==> src/rtl/muldiv_pkg.sv <==
// Shared types for the iterative multiply/divide unit: operation and FSM state encodings.
// No ports; imported by muldiv_step and muldiv_unit.
// Helper functions decode the op into its signed/divide properties.
package muldiv_pkg;

  // Encoding matches the 2-bit op input: bit 1 selects divide, bit 0 selects unsigned.
  typedef enum logic [1:0] {
    MULT  = 2'b00,
    MULTU = 2'b01,
    DIV   = 2'b10,
    DIVU  = 2'b11
  } op_e;

  typedef enum logic [1:0] {
    IDLE = 2'b00,
    RUN  = 2'b01,
    FIX  = 2'b10,
    DONE = 2'b11
  } state_e;

  function automatic logic op_is_div(input op_e o);
    return (o == DIV) || (o == DIVU);
  endfunction

  function automatic logic op_is_signed(input op_e o);
    return (o == MULT) || (o == DIV);
  endfunction

endpackage

==> src/rtl/muldiv_step.sv <==
// One iteration of the multiply/divide datapath: add-shift (multiply) or restoring subtract-shift (divide).
// Latency: purely combinational, zero cycles; no backpressure (caller decides when to register acc_o).
// Ports: is_div_i selects divide; acc_i/acc_o = {upper, lower} working register; opnd_i = multiplicand or divisor.
module muldiv_step
  import muldiv_pkg::*;
#(
  parameter int WIDTH = 32
) (
  input  logic                 is_div_i,
  input  logic [2*WIDTH-1:0]   acc_i,
  input  logic [WIDTH-1:0]     opnd_i,
  output logic [2*WIDTH-1:0]   acc_o
);

  logic [WIDTH-1:0] upper;
  logic [WIDTH-1:0] lower;
  logic [WIDTH:0]   sum;
  logic [WIDTH:0]   trial;

  always_comb begin
    upper = acc_i[2*WIDTH-1:WIDTH];
    lower = acc_i[WIDTH-1:0];

    // Multiply: upper holds the partial product, lower the not-yet-consumed multiplier bits.
    // The carry out of the add becomes the new top bit as the whole register shifts right.
    sum = {1'b0, upper} + (lower[0] ? {1'b0, opnd_i} : {(WIDTH+1){1'b0}});

    // Divide: upper is the partial remainder, lower the dividend bits shifting into quotient bits.
    // trial[WIDTH] is the borrow: set means the divisor does not fit, so the remainder is kept.
    trial = {upper, lower[WIDTH-1]} - {1'b0, opnd_i};

    if (is_div_i) begin
      if (!trial[WIDTH]) begin
        acc_o = {trial[WIDTH-1:0], lower[WIDTH-2:0], 1'b1};
      end else begin
        // Restore path only occurs when upper[WIDTH-1]==0, so dropping it loses nothing.
        acc_o = {upper[WIDTH-2:0], lower[WIDTH-1], lower[WIDTH-2:0], 1'b0};
      end
    end else begin
      acc_o = {sum, lower[WIDTH-1:1]};
    end
  end

endmodule

==> src/rtl/muldiv_unit.sv <==
// Iterative MIPS-style HI/LO multiply/divide unit (MULT/MULTU/DIV/DIVU) with MTHI/MTLO writes.
// Latency: WIDTH+2 cycles start-to-done (1 cycle for divide by zero); start is ignored while busy.
// Ports: clk/rst (sync, active-high); start/op/a/b request; hi_we/lo_we/wdata direct writes;
//        busy/done/div_by_zero status; hi/lo result registers.
module muldiv_unit
  import muldiv_pkg::*;
#(
  parameter int WIDTH = 32,
  parameter int CNT_W = $clog2(WIDTH) + 1
) (
  input  logic              clk,
  input  logic              rst,
  input  logic              start,
  input  logic [1:0]        op,
  input  logic [WIDTH-1:0]  a,
  input  logic [WIDTH-1:0]  b,
  input  logic              hi_we,
  input  logic              lo_we,
  input  logic [WIDTH-1:0]  wdata,
  output logic              busy,
  output logic              done,
  output logic              div_by_zero,
  output logic [WIDTH-1:0]  hi,
  output logic [WIDTH-1:0]  lo
);

  state_e               state_q, state_d;
  op_e                  op_q, op_d;
  logic [CNT_W-1:0]     cnt_q, cnt_d;
  logic [2*WIDTH-1:0]   acc_q, acc_d;
  logic [WIDTH-1:0]     opnd_q, opnd_d;
  logic                 sign_a_q, sign_a_d;
  logic                 sign_b_q, sign_b_d;
  logic [WIDTH-1:0]     hi_q, hi_d;
  logic [WIDTH-1:0]     lo_q, lo_d;
  logic                 dbz_q, dbz_d;

  op_e                  op_in;
  logic                 busy_w;
  logic                 can_accept;
  logic [WIDTH-1:0]     a_mag;
  logic [WIDTH-1:0]     b_mag;
  logic [2*WIDTH-1:0]   step_acc;
  logic [2*WIDTH-1:0]   prod;
  logic [WIDTH-1:0]     quo;
  logic [WIDTH-1:0]     rem;

  muldiv_step #(
    .WIDTH (WIDTH)
  ) u_step (
    .is_div_i (op_is_div(op_q)),
    .acc_i    (acc_q),
    .opnd_i   (opnd_q),
    .acc_o    (step_acc)
  );

  assign busy_w      = (state_q == RUN) || (state_q == FIX);
  assign busy        = busy_w;
  assign done        = (state_q == DONE);
  assign div_by_zero = dbz_q;
  assign hi          = hi_q;
  assign lo          = lo_q;

  // Operand magnitudes: signed ops work on absolute values; the most-negative value
  // maps onto itself, which is still the correct unsigned magnitude.
  always_comb begin
    op_in = op_e'(op);
    a_mag = (op_is_signed(op_in) && a[WIDTH-1]) ? -a : a;
    b_mag = (op_is_signed(op_in) && b[WIDTH-1]) ? -b : b;
  end

  always_ff @(posedge clk) begin
    if (rst) begin
      state_q <= IDLE;
    end else begin
      state_q <= state_d;
    end
  end

  always_comb begin
    state_d = state_q;
    can_accept = 1'b0;
    case (state_q)
      IDLE, DONE: begin
        state_d    = IDLE;
        can_accept = start;
        if (start) begin
          state_d = (op_is_div(op_in) && (b == '0)) ? DONE : RUN;
        end
      end
      RUN: begin
        if (cnt_q == CNT_W'(WIDTH - 1)) begin
          state_d = FIX;
        end
      end
      FIX: begin
        state_d = DONE;
      end
      default: begin
        state_d = IDLE;
      end
    endcase
  end

  // Datapath next-state. Ordering matters: the MTHI/MTLO write is applied first so that
  // a divide-by-zero result accepted on the same edge overwrites it.
  always_comb begin
    op_d     = op_q;
    cnt_d    = cnt_q;
    acc_d    = acc_q;
    opnd_d   = opnd_q;
    sign_a_d = sign_a_q;
    sign_b_d = sign_b_q;
    hi_d     = hi_q;
    lo_d     = lo_q;
    dbz_d    = dbz_q;
    prod     = acc_q;
    quo      = acc_q[WIDTH-1:0];
    rem      = acc_q[2*WIDTH-1:WIDTH];

    if (!busy_w) begin
      if (hi_we) hi_d = wdata;
      if (lo_we) lo_d = wdata;
    end

    if (can_accept) begin
      op_d     = op_in;
      cnt_d    = '0;
      dbz_d    = 1'b0;
      sign_a_d = op_is_signed(op_in) && a[WIDTH-1];
      sign_b_d = op_is_signed(op_in) && b[WIDTH-1];
      // Both multiply and divide start with upper=0 and the a-magnitude in the lower half.
      acc_d    = {{WIDTH{1'b0}}, a_mag};
      opnd_d   = b_mag;
      if (op_is_div(op_in) && (b == '0)) begin
        hi_d  = a;
        lo_d  = '1;
        dbz_d = 1'b1;
      end
    end else if (state_q == RUN) begin
      acc_d = step_acc;
      cnt_d = cnt_q + CNT_W'(1);
    end else if (state_q == FIX) begin
      if (op_is_div(op_q)) begin
        // Quotient negated when signs differ; remainder follows the dividend's sign.
        // Most-negative / -1 falls out naturally as lo=most-negative, hi=0.
        if (sign_a_q ^ sign_b_q) quo = -acc_q[WIDTH-1:0];
        if (sign_a_q)            rem = -acc_q[2*WIDTH-1:WIDTH];
        lo_d = quo;
        hi_d = rem;
      end else begin
        if (sign_a_q ^ sign_b_q) prod = -acc_q;
        hi_d = prod[2*WIDTH-1:WIDTH];
        lo_d = prod[WIDTH-1:0];
      end
    end
  end

  always_ff @(posedge clk) begin
    if (rst) begin
      op_q     <= MULT;
      cnt_q    <= '0;
      acc_q    <= '0;
      opnd_q   <= '0;
      sign_a_q <= 1'b0;
      sign_b_q <= 1'b0;
      hi_q     <= '0;
      lo_q     <= '0;
      dbz_q    <= 1'b0;
    end else begin
      op_q     <= op_d;
      cnt_q    <= cnt_d;
      acc_q    <= acc_d;
      opnd_q   <= opnd_d;
      sign_a_q <= sign_a_d;
      sign_b_q <= sign_b_d;
      hi_q     <= hi_d;
      lo_q     <= lo_d;
      dbz_q    <= dbz_d;
    end
  end

endmodule
==> config.mk <==
export PLATFORM = sky130hd
export DESIGN_NAME = muldiv_unit
export DESIGN_NICKNAME = d
export VERILOG_FILES = /design/src/rtl/muldiv_pkg.sv /design/src/rtl/muldiv_step.sv /design/src/rtl/muldiv_unit.sv
export SDC_FILE = /design/constraint.sdc
export NUM_CORES = 1
export LEC_CHECK = 0
export BUFFER_PORTS_ARGS = -buffer_cell sky130_fd_sc_hd__buf_2
export CORE_UTILIZATION = 50
export DETAILED_ROUTE_END_ITERATION = 6
export PLACE_DENSITY = 0.7
export SYNTH_ARGS = -nofsm -noshare
export SYNTH_HDL_FRONTEND = slang
export SYNTH_SLANG_ARGS = --single-unit
==> constraint.sdc <==
create_clock -name clk -period 4.65 [get_ports clk]
set_input_delay 0.465 -clock clk [delete_from_list [all_inputs] [get_ports clk]]
set_output_delay 0.465 -clock clk [all_outputs]
set_load 0.01 [all_outputs]
==> flow_summary.json <==
{
  "status": "complete, but fails checks",
  "violations": "DRC",
  "port_buffers": 169,
  "ir_drop_v": 0.0003248,
  "vias": 15490,
  "clk_pin_slew_ns": 0.07,
  "hold_viol": 0,
  "rsz0062_at_grt": "false",
  "critical_path.max_fanout": 33,
  "clk_latency_ns": 0.44,
  "drt_iter0_markers": 1850,
  "dp_slack_ns": 0.8667,
  "drc_errors": 1,
  "p_sw_mw": 5.211,
  "antenna_found_initial": 0,
  "die_w_um": 173.4,
  "synth_area_per_cell_um2": 7.414,
  "gp_congestion": 1.012,
  "htree_levels": 4,
  "area.growth.synth_to_final_pct": 11.17,
  "leakage_nw": 6.939,
  "max_freq_mhz": 261.6,
  "synth-edff-count": 0,
  "start_util": 0.5101,
  "vias_per_cell": 6.307,
  "grt_pass1_wl_mm": 78.76,
  "intPower_mw": 5.080,
  "clk_path_buf_depth": 2,
  "switching_share": 0.5064,
  "final_cells": 2456,
  "tightest_slew_ns": 1.255,
  "period_share": 0.8221,
  "antenna-diode-count": 0,
  "numCtsBuffers": 17,
  "syn_inst": 1980,
  "grt_start_max_net_pins": 155,
  "num_rows": 62,
  "coreArea_um2": 28780,
  "ys_ff_latch": 172,
  "die-height_um": 173.4,
  "synth_area_um2": 14680,
  "avgRoutedWirePerCell_um": 20.63,
  "post_cts_buffers": 0,
  "dr.pass1.iters": 7,
  "cts_tree": "yes",
  "final_area_um2": 16320,
  "io_pins": 170,
  "yosysWarnings": 0,
  "setup_slack_ns": 0.8272,
  "grt_pass1_vias": 14120,
  "root_buffer": "clkbuf_16",
  "dpl_cell_area_um2": 15750,
  "hp-class": "in2reg",
  "cp_data_arrival_time_ns": 4.19,
  "async_reset_ff_frac": 0,
  "die-area_um2": 30050,
  "cts_resized": 0,
  "cp.required_ns": 5.02,
  "dpl.hpwl_mm": 38.40,
  "timing.final.crit_period_ns": 3.823,
  "power_frac_clock": 0.139,
  "routed_wl_mm": 50.68,
  "drtAntennaViolNets": 0,
  "synth_cell_type_count": 77,
  "nets": 2236,
  "fin_setup_tns_ns": 0,
  "combPwrFrac": 0.612,
  "pwr_density_cell_nw_per_um2": 630.6,
  "ys_seq_area_frac": 0.2346,
  "setup.worst_path.end_class": "flop",
  "cts_sinks": 172,
  "ctsHoldBuffers": 0,
  "worstSetupPathType": "reg2reg",
  "worstSetupStartpointType": "flop",
  "setup_viol": 0,
  "slew_headroom": 0.1636,
  "final_layout_size_suffix_gt1_frac": 0.1260,
  "synth-main-ff-cell": "dfxtp_1",
  "synth_fp_nets": 2157,
  "maxCapViolations": 0,
  "gr-total-overflow": 0,
  "p_seq_frac": 0.249,
  "finClkSkew_ns": 0.01737,
  "dp_cells": 2424,
  "drv_slew": 0,
  "grt_use_total": 0.3298
}
Yosys cell counts, types with 23 or more instances:
master / count / share of area
o21ai_0: 130 / 0.044
o211ai_1: 54 / 0.028
a21o_1: 37 / 0.019
a211oi_1: 60 / 0.031
nand2_1: 186 / 0.048
o221ai_1: 27 / 0.016
ha_1: 72 / 0.061
o31ai_1: 23 / 0.012
a21oi_1: 204 / 0.070
dfxtp_1: 172 / 0.23
nor3_1: 36 / 0.012
xnor2_1: 88 / 0.053
nand3_1: 39 / 0.013
clkbuf_1: 109 / 0.028
a311oi_1: 27 / 0.016
xor2_1: 83 / 0.050
inv_1: 76 / 0.019
mux2i_1: 85 / 0.058
nor2_1: 212 / 0.054
through the flow:
step                hold slack, ns  power (mW)  utilization
finish                      0.2914       10.29       0.5671
floorplan                   0.4319       6.920            -
detailed placement          0.4588       8.713       0.5474
global route                0.2801       10.98       0.5671
global placement            0.4605       8.602       0.5474
CTS                         0.2851       10.14       0.5671
path summary, 6_finish.rpt:
| kind | start | endpoint | slack, ns | cells after the start |
|---|---|---|---|---|
| min reg2reg | div_by_zero$_SDFFE_PP0P_ | div_by_zero$_SDFFE_PP0P_ | 0.49 | 2 |
| min | op[1] | op_q[1]$_SDFFE_PP0P_ | 0.29 | 3 |
| max | acc_q[31]$_SDFFE_PP0P_ | acc_q[35]$_SDFFE_PP0P_ | 0.83 | 13 |
| max reg2reg | acc_q[31]$_SDFFE_PP0P_ | acc_q[35]$_SDFFE_PP0P_ | 0.83 | 13 |
power by group through the flow:
stage	Combinational [mW]	Sequential, mW	Clock, mW
after floorplan	4.50	2.42	0
after global placement	6.04	2.56	0
after detailed placement	6.13	2.58	0
after CTS	6.16	2.54	1.44
after global routing	6.86	2.62	1.50
final	6.30	2.56	1.43
placed cells by master, fill, tap and decap left out, types with 12 or more instances in the layout:
| cell type | instances |
|---|---|
| a211oi_1 | 60 |
| a21o_1 | 37 |
| a21oi_1 | 204 |
| a311oi_1 | 27 |
| a31oi_1 | 15 |
| and3_1 | 12 |
| buf_2 | 168 |
| buf_4 | 23 |
| clkbuf_16 | 17 |
| dfxtp_1 | 171 |
| ha_1 | 71 |
| inv_1 | 76 |
| mux2i_1 | 85 |
| nand2_1 | 185 |
| nand2b_1 | 15 |
| nand3_1 | 39 |
| nor2_1 | 211 |
| nor3_1 | 36 |
| o211ai_1 | 54 |
| o21a_1 | 12 |
| o21ai_0 | 130 |
| o221ai_1 | 27 |
| o22ai_1 | 13 |
| o31ai_1 | 23 |
| xnor2_1 | 87 |
| xor2_1 | 83 |
layout make-up:
class,count,area [um2]
Clock buffer,19,442.9
Clock inverter,13,123.9
Fill cell,2758,12460
Inverter,76,285.3
Multi-Input combinational cell,1599,10490
Sequential cell,172,3447
Tap cell,384,480.5
Timing Repair Buffer,193,1054
critical path, stage by stage, from the launching register on:
cell	delay (ns)
dfxtp_1	0.53
inv_1	0.15
ha_1	0.25
fa_1	0.40
nand2b_1	0.20
a21o_1	0.22
a21bo_2	0.20
o211ai_1	0.24
a21oi_1	0.10
a311o_2	0.59
buf_12	0.26
o311ai_0	0.32
o21ai_0	0.12
o21ai_0	0.16
state kept, by name, summed over array words and instances (netlist names):
signal	flops
acc_q	64
cnt_q	6
div_by_zero	1
hi	32
lo	32
op_q	1
opnd_q	32
sign_a_q	1
sign_b_q	1
state_q	2
routing by layer:
layer / part of all wire / global-route usage / up-vias
met1: 0.42 / 0.4306 / 7236
met4: 0.044 / 0.1464 / 0
met5: 0 / 0 / -
met2: 0.46 / 0.5405 / 755
li1: - / - / 7383
met3: 0.079 / 0.04518 / 117
cells by family (layout without fill, tap and decap cells):
kind of cell    Yosys count  in the layout  share of synthesized area
buf+inv                 209            301                    0.05429
simple gates            603            603                     0.1945
flops                   172            172                     0.2346
mux                      88             88                    0.06026
compound gates          663            663                     0.2903
fa+ha+maj                74             74                    0.06409
xor+xnor                171            171                     0.1020
(Power assumes the default switching activity.)
